==> config.mk <==
export PLATFORM = sky130hd
export DESIGN_NAME = decoder_onehot_reg_flat
export DESIGN_NICKNAME = d
export VERILOG_FILES = /design/src/rtl/decoder_onehot_reg_if.sv /design/src/rtl/decoder_onehot_reg.sv /design/src/flat_wrapper.sv
export SDC_FILE = /design/constraint.sdc
export NUM_CORES = 1
export LEC_CHECK = 0
export ABC_AREA = 1
export BUFFER_PORTS_ARGS = -buffer_cell sky130_fd_sc_hd__buf_4
export CORE_AREA = 2 2 39 41
export DETAILED_ROUTE_END_ITERATION = 7
export DIE_AREA = 0 0 41 43
export PLACE_DENSITY = 0.71
export SETUP_SLACK_MARGIN = 0.3
export SYNTH_ARGS = -nofsm -noshare
export SYNTH_HDL_FRONTEND = slang
export SYNTH_SLANG_ARGS = --single-unit
==> constraint.sdc <==
create_clock -name clk -period 2.95 [get_ports clk]
set_input_delay 0.59 -clock clk [delete_from_list [all_inputs] [get_ports clk]]
set_output_delay 0.59 -clock clk [all_outputs]
set_load 0.03 [all_outputs]
==> src/rtl/decoder_onehot_reg_if.sv <==
// Handshake bundle for decoder_onehot_reg: request side (in_*) and result side (out_*, err).
// Defining DECODER_ONEHOT_PARITY_EN adds the in_par request bit.
interface decoder_onehot_reg_if #(
    parameter int unsigned ADDR_W  = 2,
    parameter int unsigned NUM_OUT = 4
);
    logic               in_valid;
    logic [ADDR_W-1:0]  in_addr;
`ifdef DECODER_ONEHOT_PARITY_EN
    logic               in_par;
`endif
    logic               in_ready;
    logic               out_valid;
    logic               out_ready;
    logic [NUM_OUT-1:0] out_onehot;
    logic [ADDR_W-1:0]  out_idx;
    logic               err;

`ifdef DECODER_ONEHOT_PARITY_EN
    modport master (
        output in_valid, in_addr, in_par, out_ready,
        input  in_ready, out_valid, out_onehot, out_idx, err
    );
    modport slave (
        input  in_valid, in_addr, in_par, out_ready,
        output in_ready, out_valid, out_onehot, out_idx, err
    );
`else
    modport master (
        output in_valid, in_addr, out_ready,
        input  in_ready, out_valid, out_onehot, out_idx, err
    );
    modport slave (
        input  in_valid, in_addr, out_ready,
        output in_ready, out_valid, out_onehot, out_idx, err
    );
`endif
endinterface

==> src/rtl/decoder_onehot_reg.sv <==
// Registered binary-to-one-hot decoder with valid/ready on both sides and a self-driven scan.
// Optional DECODER_ONEHOT_PARITY_EN: even parity over {in_par, in_addr} is required on captures.
module decoder_onehot_reg #(
    parameter int unsigned ADDR_W  = 2,
    parameter int unsigned NUM_OUT = 4,
    parameter int unsigned HOLD    = 0
) (
    input  logic                        clk,
    input  logic                        rst,
    decoder_onehot_reg_if.slave         bus,
    input  logic                        scan_start,
    output logic                        busy
);
    typedef enum logic {StIdle, StScan} state_e;

    state_e             state_q;
    logic               out_valid_q;
    logic [NUM_OUT-1:0] onehot_q;
    logic [ADDR_W-1:0]  idx_q;
    logic               err_q;

    logic               can_load;
    logic               accept;
    logic               capture;
    logic               in_bad;
    logic               scan_last;
    logic [NUM_OUT-1:0] onehot_idle;

    function automatic logic [NUM_OUT-1:0] dec(input logic [ADDR_W-1:0] a);
        logic [NUM_OUT-1:0] v;
        v = '0;
        for (int k = 0; k < int'(NUM_OUT); k++) begin
            v[k] = (32'(a) == 32'(k));
        end
        return v;
    endfunction

    assign accept   = out_valid_q && bus.out_ready;
    assign can_load = !out_valid_q || bus.out_ready;
    assign bus.in_ready = (state_q == StIdle) && !scan_start && can_load;
    assign capture  = bus.in_valid && bus.in_ready;

`ifdef DECODER_ONEHOT_PARITY_EN
    assign in_bad = (32'(bus.in_addr) >= NUM_OUT) || (^{bus.in_par, bus.in_addr});
`else
    assign in_bad = (32'(bus.in_addr) >= NUM_OUT);
`endif

    assign scan_last   = (idx_q == ADDR_W'(NUM_OUT - 1));
    // Value the code register takes when an accept leaves it empty.
    assign onehot_idle = (HOLD != 0) ? onehot_q : '0;

    always_ff @(posedge clk) begin
        if (rst) begin
            state_q     <= StIdle;
            out_valid_q <= 1'b0;
            onehot_q    <= '0;
            idx_q       <= '0;
            err_q       <= 1'b0;
        end else begin
            unique case (state_q)
                StIdle: begin
                    if (scan_start && can_load) begin
                        state_q     <= StScan;
                        out_valid_q <= 1'b1;
                        onehot_q    <= dec('0);
                        idx_q       <= '0;
                        err_q       <= 1'b0;
                    end else if (capture) begin
                        out_valid_q <= 1'b1;
                        idx_q       <= bus.in_addr;
                        err_q       <= in_bad;
                        onehot_q    <= in_bad ? '0 : dec(bus.in_addr);
                    end else if (accept) begin
                        out_valid_q <= 1'b0;
                        err_q       <= 1'b0;
                        onehot_q    <= onehot_idle;
                    end
                end
                StScan: begin
                    if (accept) begin
                        if (scan_last) begin
                            state_q     <= StIdle;
                            out_valid_q <= 1'b0;
                            err_q       <= 1'b0;
                            onehot_q    <= onehot_idle;
                        end else begin
                            idx_q    <= idx_q + ADDR_W'(1);
                            onehot_q <= dec(idx_q + ADDR_W'(1));
                        end
                    end
                end
                default: state_q <= StIdle;
            endcase
        end
    end

    assign bus.out_valid  = out_valid_q;
    assign bus.out_onehot = onehot_q;
    assign bus.out_idx    = idx_q;
    assign bus.err        = err_q;
    assign busy           = (state_q == StScan);
endmodule

==> src/flat_wrapper.sv <==
// flat-port wrapper written by rule: the top's interface ports become plain ports
module decoder_onehot_reg_flat 
#(
    parameter int unsigned ADDR_W  = 2,
    parameter int unsigned NUM_OUT = 4,
    parameter int unsigned HOLD    = 0
)
  (clk, rst, scan_start, busy, bus_in_valid, bus_in_addr, bus_out_ready, bus_in_ready, bus_out_valid, bus_out_onehot, bus_out_idx, bus_err);
  decoder_onehot_reg_if #(.ADDR_W(ADDR_W), .NUM_OUT(NUM_OUT)) bus_i ();
  input  logic clk;
  input  logic rst;
  input  logic scan_start;
  output logic busy;
  input wire logic [$bits(bus_i.in_valid)-1:0] bus_in_valid;
  input wire logic [$bits(bus_i.in_addr)-1:0] bus_in_addr;
  input wire logic [$bits(bus_i.out_ready)-1:0] bus_out_ready;
  output wire logic [$bits(bus_i.in_ready)-1:0] bus_in_ready;
  output wire logic [$bits(bus_i.out_valid)-1:0] bus_out_valid;
  output wire logic [$bits(bus_i.out_onehot)-1:0] bus_out_onehot;
  output wire logic [$bits(bus_i.out_idx)-1:0] bus_out_idx;
  output wire logic [$bits(bus_i.err)-1:0] bus_err;
  assign bus_i.in_valid = bus_in_valid;
  assign bus_i.in_addr = bus_in_addr;
  assign bus_i.out_ready = bus_out_ready;
  assign bus_in_ready = bus_i.in_ready;
  assign bus_out_valid = bus_i.out_valid;
  assign bus_out_onehot = bus_i.out_onehot;
  assign bus_out_idx = bus_i.out_idx;
  assign bus_err = bus_i.err;
  decoder_onehot_reg #(.ADDR_W(ADDR_W), .NUM_OUT(NUM_OUT), .HOLD(HOLD)) u_core (.clk(clk), .rst(rst), .bus(bus_i), .scan_start(scan_start), .busy(busy));
endmodule
==> impl_metrics.toml, run 1 <==
[layout]
layout-drive-gt1-share_pct = 28.7
seq_area_sq_um = 160
diodes = 0
final_common_cell = "nand2_1"
final_cell_mix = "nand2_1 (20), buf_4 (15), nor2_1 (12)"
fillers = 147
multi_input_area_sq_um = 318
area_growth_pct = 25.9
layout.nets = 107

[clock_tree]
cts.repair.resized = 0
clk_latency_ns = 0.26
clk_pin_slew_worst_paths_ns = 0.06
tritoncts = "yes"
h-tree-depth = 1
clockBufferDepth = 2
post_cts_buffers = 0
postCtsHoldBufs = 0
cts_root_buffer = "clkbuf_4"
clock-sinks = 8
numCtsBuffers = 3

[setup_path]
start_kind = "flop"
cp_max_fo = 11
r2r-start = "u_core.busy$_SDFF_PP0_"
crit_family = "flip-flops"
crit_required_ns = 2.36
path_depth = 3
worst_setup_path_end_kind = "output port"
worstSetupPathType = "flop to output port"
critPathArrivalTime_ns = 1.24
critPathSlowestCell = "dfxtp_1"
path_buf_inv = 1
crit_start = "u_core.busy$_SDFF_PP0_"
critPathMaxStageDelay_ns = 0.61
cp_cell_sequence = "nor2_4 > and2_1 > buf_4"
rr_worst_depth = 7

[logic_synthesis]
synth.area.top_cells = "dfxtp_1 (30%), nand2_1 (14%), ha_1 (9.5%)"
synth_nets = 89
ys_types = 21
syn_area_sq_um = 527
synth-seq-cells = 8
yosys.area.top_type_share_pct = 30.4
yosysTopAreaCell = "dfxtp_1"
netlist_instances = 78
ys_warn_count = 0
avgSynthCellArea_sq_um = 6.75
yosysSeqAreaShare_pct = 30.4

[detailed_routing]
wl_per_cell_um = 10.3
drcViolationCount = 0
num_vias = 524
drt-initial-drc-count = 11
ant_nets = 0
dr.pass1.iters = 4
routed_wl_um = 1130
vias_per_cell = 4.76

[run_status]
status = "complete, no violations"

[timing]
fin_crit_ns = 1.83
finalSetupViolations = 0
maxSlewViolCount = 0
whs_ns = 0.501
report.final.hold_viol_count = 0
fin_tns_setup_ns = 0
rsz0062_at_grt = "no"
fin_crit_sh_pct = 61.9
fin_skew_ns = 0.00443
timing.fmax_mhz = 548

[global_routing]
grt_pass1_vias = 449
antenna_found_initial = 0
grt_pass1_wl_um = 1850
track_usage_pct = 15.7
grt_overflow = 0
grt_max_degree = 12

[placed_design]
hpwl_um = 875
portBuffers = 15
finalWeightedCongestion = 0.744

[min_path]
hold_depth = 2
hp-start = "rst"
hp-class = "input pin to flop"

[floorplanning]
start_util_pct = 38.1
rows = 14
core-area_sq_um = 1380
die_w_um = 41
die_h_um = 43
io_pins = 17
dieArea_sq_um = 1760

[power_and_ir_drop]
ir_drop_mv = 0.249
p_leak_uw = 0.000336
powerDensity_nw_per_um2 = 584

[flow_run]
cap_violations = 0
==> metal layers <==
layer  routed length, um  GRT usage [%]  vias up  share of wire [%]
met5                   0              0        -                  0
met4                  31           10.0        0                2.7
met3                  88           4.71        5                7.8
met2                 508           21.6       20                 45
met1                 502           20.3      222                 44
li1                    -              -      277                  -
==> cell usage after synthesis (all sizes together) <==
| master | count |
|---|---|
| nand2 | 23 |
| nor2 | 13 |
| dfxtp | 8 |
| inv | 8 |
| o21ai | 7 |
| nand3 | 5 |
| ha | 4 |
| a21oi | 3 |
| buf | 2 |
| a31oi | 1 |
| and2 | 1 |
| conb | 1 |
| nor3 | 1 |
| o211ai | 1 |
==> final cells by class <==
cell class,instances,area share [%]
well taps,16,3.02
repair buffers,15,17.0
flip-flops and latches,8,24.2
clock buffers,3,3.40
multi-input cells,60,47.9
inverters,8,4.53
==> sequential cells by signal (all words and copies together) (netlist names) <==
signal,flops
u_core.bus.out_onehot,4
u_core.busy,1
u_core.bus.out_valid,1
u_core.bus.out_idx,2
==> through the flow <==
step	power, uW	area, sq um	instances	setup WS (ns)	utilization [%]
after CTS	390	663	110	1.12	47.9
after global routing	415	663	110	1.06	47.9
after global placement	298	641	107	1.21	46.3
final	387	663	110	1.12	47.9
after detailed placement	302	641	107	1.21	46.3
after floorplan	253	527	78	1.34	-
==> worst paths after layout <==
path                                           end  slack, ns
max                                   bus_in_ready       1.12
min                         u_core.busy$_SDFF_PP0_       0.50
max reg2reg     u_core.bus.out_idx[0]$_SDFFE_PP0P_       1.69
min reg2reg  u_core.bus.out_onehot[0]$_SDFFE_PP0P_       0.50
==> power by group <==
group	leakage, uW	switching (uW)	internal [uW]
Combinational	0.000256	99.7	58.6
Clock	0.0000138	40.7	46.8
Sequential	0.0000663	17.1	124
==> kinds of logic after synthesis <==
kind of cell / synth area share [%]
simple gates: 36.3
fa+ha+maj: 9.50
compound gates: 13.8
buf+inv: 9.26
flops: 30.4
other cells: 0.712
(Power assumes the default switching activity.)
==> run 2: changes to the inputs <==
Settings changed: PLACE_DENSITY 0.71 to 0.73.
Clock period 2.95 ns to 1.5 ns, I/O delays scaled along.
==> impl_metrics.toml, run 2 (synthesis results as in run 1) <==
[timing]
rsz0062_at_grt = "yes"
finalSetupViolations = 0
fin_tns_setup_ns = 0
setup_slack_ns = 0.259
fin_crit_ns = 1.24
timing.fmax_mhz = 806
report.final.hold_viol_count = 0
fin_skew_ns = 0.000984
fin_crit_sh_pct = 82.7
maxSlewViolCount = 0

[detailed_routing]
num_vias = 546
drcViolationCount = 0
drt-initial-drc-count = 5
wl_per_cell_um = 10.1
dr.pass1.iters = 4
vias_per_cell = 4.75
routed_wl_um = 1160
ant_nets = 0

[floorplanning]
rows = 14
core-area_sq_um = 1380
io_pins = 17
start_util_pct = 38.1
die_w_um = 41
dieArea_sq_um = 1760
die_h_um = 43

[layout]
final_cell_mix = "nand2_1 (20), buf_4 (17), nor2_1 (12)"
fillers = 139
layout.nets = 112
diodes = 0
layout-drive-gt1-share_pct = 41.4
final_common_cell = "nand2_1"
largest_reg_flops = 4
area_growth_pct = 43.2

[min_path]
hp-class = "input pin to flop"
hp-start = "rst"
hold_depth = 2
whs_endpoint = "u_core.busy$_SDFF_PP0_"

[setup_path]
worstSetupPathType = "flop to output port"
reg2reg_slack_ns = 0.31
cp_max_fo = 4
critPathArrivalTime_ns = 0.94
start_kind = "flop"
r2r-start = "u_core.busy$_SDFF_PP0_"
r2r-end = "u_core.bus.out_valid$_SDFFE_PP0P_"
rr_worst_depth = 6
crit_required_ns = 1.20
worst_setup_path_end_kind = "output port"

[global_routing]
grt_pass1_wl_um = 1950
track_usage_pct = 16.5
grt_overflow = 0
grt_max_degree = 7
antenna_found_initial = 0
grt_pass1_vias = 469

[placed_design]
hpwl_um = 862
finalWeightedCongestion = 0.812
preCtsSetupSlack_ns = 0.332
portBuffers = 15

[clock_tree]
cts_root_buffer = "clkbuf_4"
tritoncts = "yes"
clk_pin_slew_worst_paths_ns = 0.05
postCtsHoldBufs = 0
h-tree-depth = 1
clk_latency_ns = 0.25
clock-sinks = 8
clockBufferDepth = 2
numCtsBuffers = 3

[flow_run]
cap_violations = 0

[run_status]
status = "complete, no violations"

[power_and_ir_drop]
p_leak_uw = 0.000381
powerDensity_nw_per_um2 = 1060
ir_drop_mv = 0.574
run 2: changes by cell type in the layout (fill, tap and decap cells not counted), moves of 2 or more:
cell,previous run,this run
nand3_2,1,3
buf_6,0,3
buf_4,15,17
dfxtp_2,0,2
nand3_1,4,2
dfxtp_1,8,4
dfxtp_4,0,2
run 2: final cells by class:
cell class	count	area [sq um]	share of cell area, %
clock buffers	3	22.5	2.99
repair buffers	20	161	21.4
multi-input cells	60	350	46.4
inverters	8	30.0	3.98
well taps	16	20.0	2.65
flip-flops and latches	8	170	22.6
run 2: worst max-delay path, stage by stage, from the launching register on:
cell and delay (ns):
dfxtp_4 0.35, nand2_4 0.06, and2_4 0.15, buf_6 0.13
run 2: layer usage:
layer / part of all wire, % / up-vias / GRT usage (%)
li1: - / 289 / -
met1: 42 / 241 / 21.0
met2: 51 / 16 / 24.4
met3: 7.3 / 0 / 9.42
met4: 0 / 0 / 2.00
met5: 0 / - / 0
run 2: repair_timing:
| action | 4_1_cts | 5_1_grt |
|---|---|---|
| pin swaps | 3 | 2 |
| setup buffers | 4 | 1 |
| setup endpoints to repair | 2 | 8 |
| gates resized for setup | 6 | 6 |
run 2: power breakdown:
group | switching [uW] | internal [uW] | total, uW | leakage [uW]
Combinational | 218 | 147 | 365 | 0.000299
Clock | 69.0 | 91.3 | 160 | 0.0000138
Sequential | 25.7 | 249 | 275 | 0.0000681
run 2: stage by stage:
step                      power, uW  hold slack, ns  cells  utilization [%]  instance area, sq um
after global placement          589           0.471    107             46.7                   646
after global routing            873           0.206    115             54.5                   754
after detailed placement        593           0.473    107             46.7                   646
after floorplan                 501           0.362     78                -                   532
final                           800           0.219    115             54.5                   754
after CTS                       787           0.207    114             51.9                   718
run 2: worst max path at each step:
stage	from	end	slack (ns)	depth (start not counted)
global route	u_core.bus.out_valid$_SDFFE_PP0P_	bus_in_ready	0.21	3
finish	u_core.bus.out_valid$_SDFFE_PP0P_	bus_in_ready	0.26	3
detailed placement	bus_out_ready	bus_in_ready	0.33	5
CTS	u_core.busy$_SDFF_PP0_	bus_in_ready	0.24	3
floorplan	u_core.busy$_SDFF_PP0_	bus_in_ready	0.31	3
global placement	bus_out_ready	bus_in_ready	0.34	5
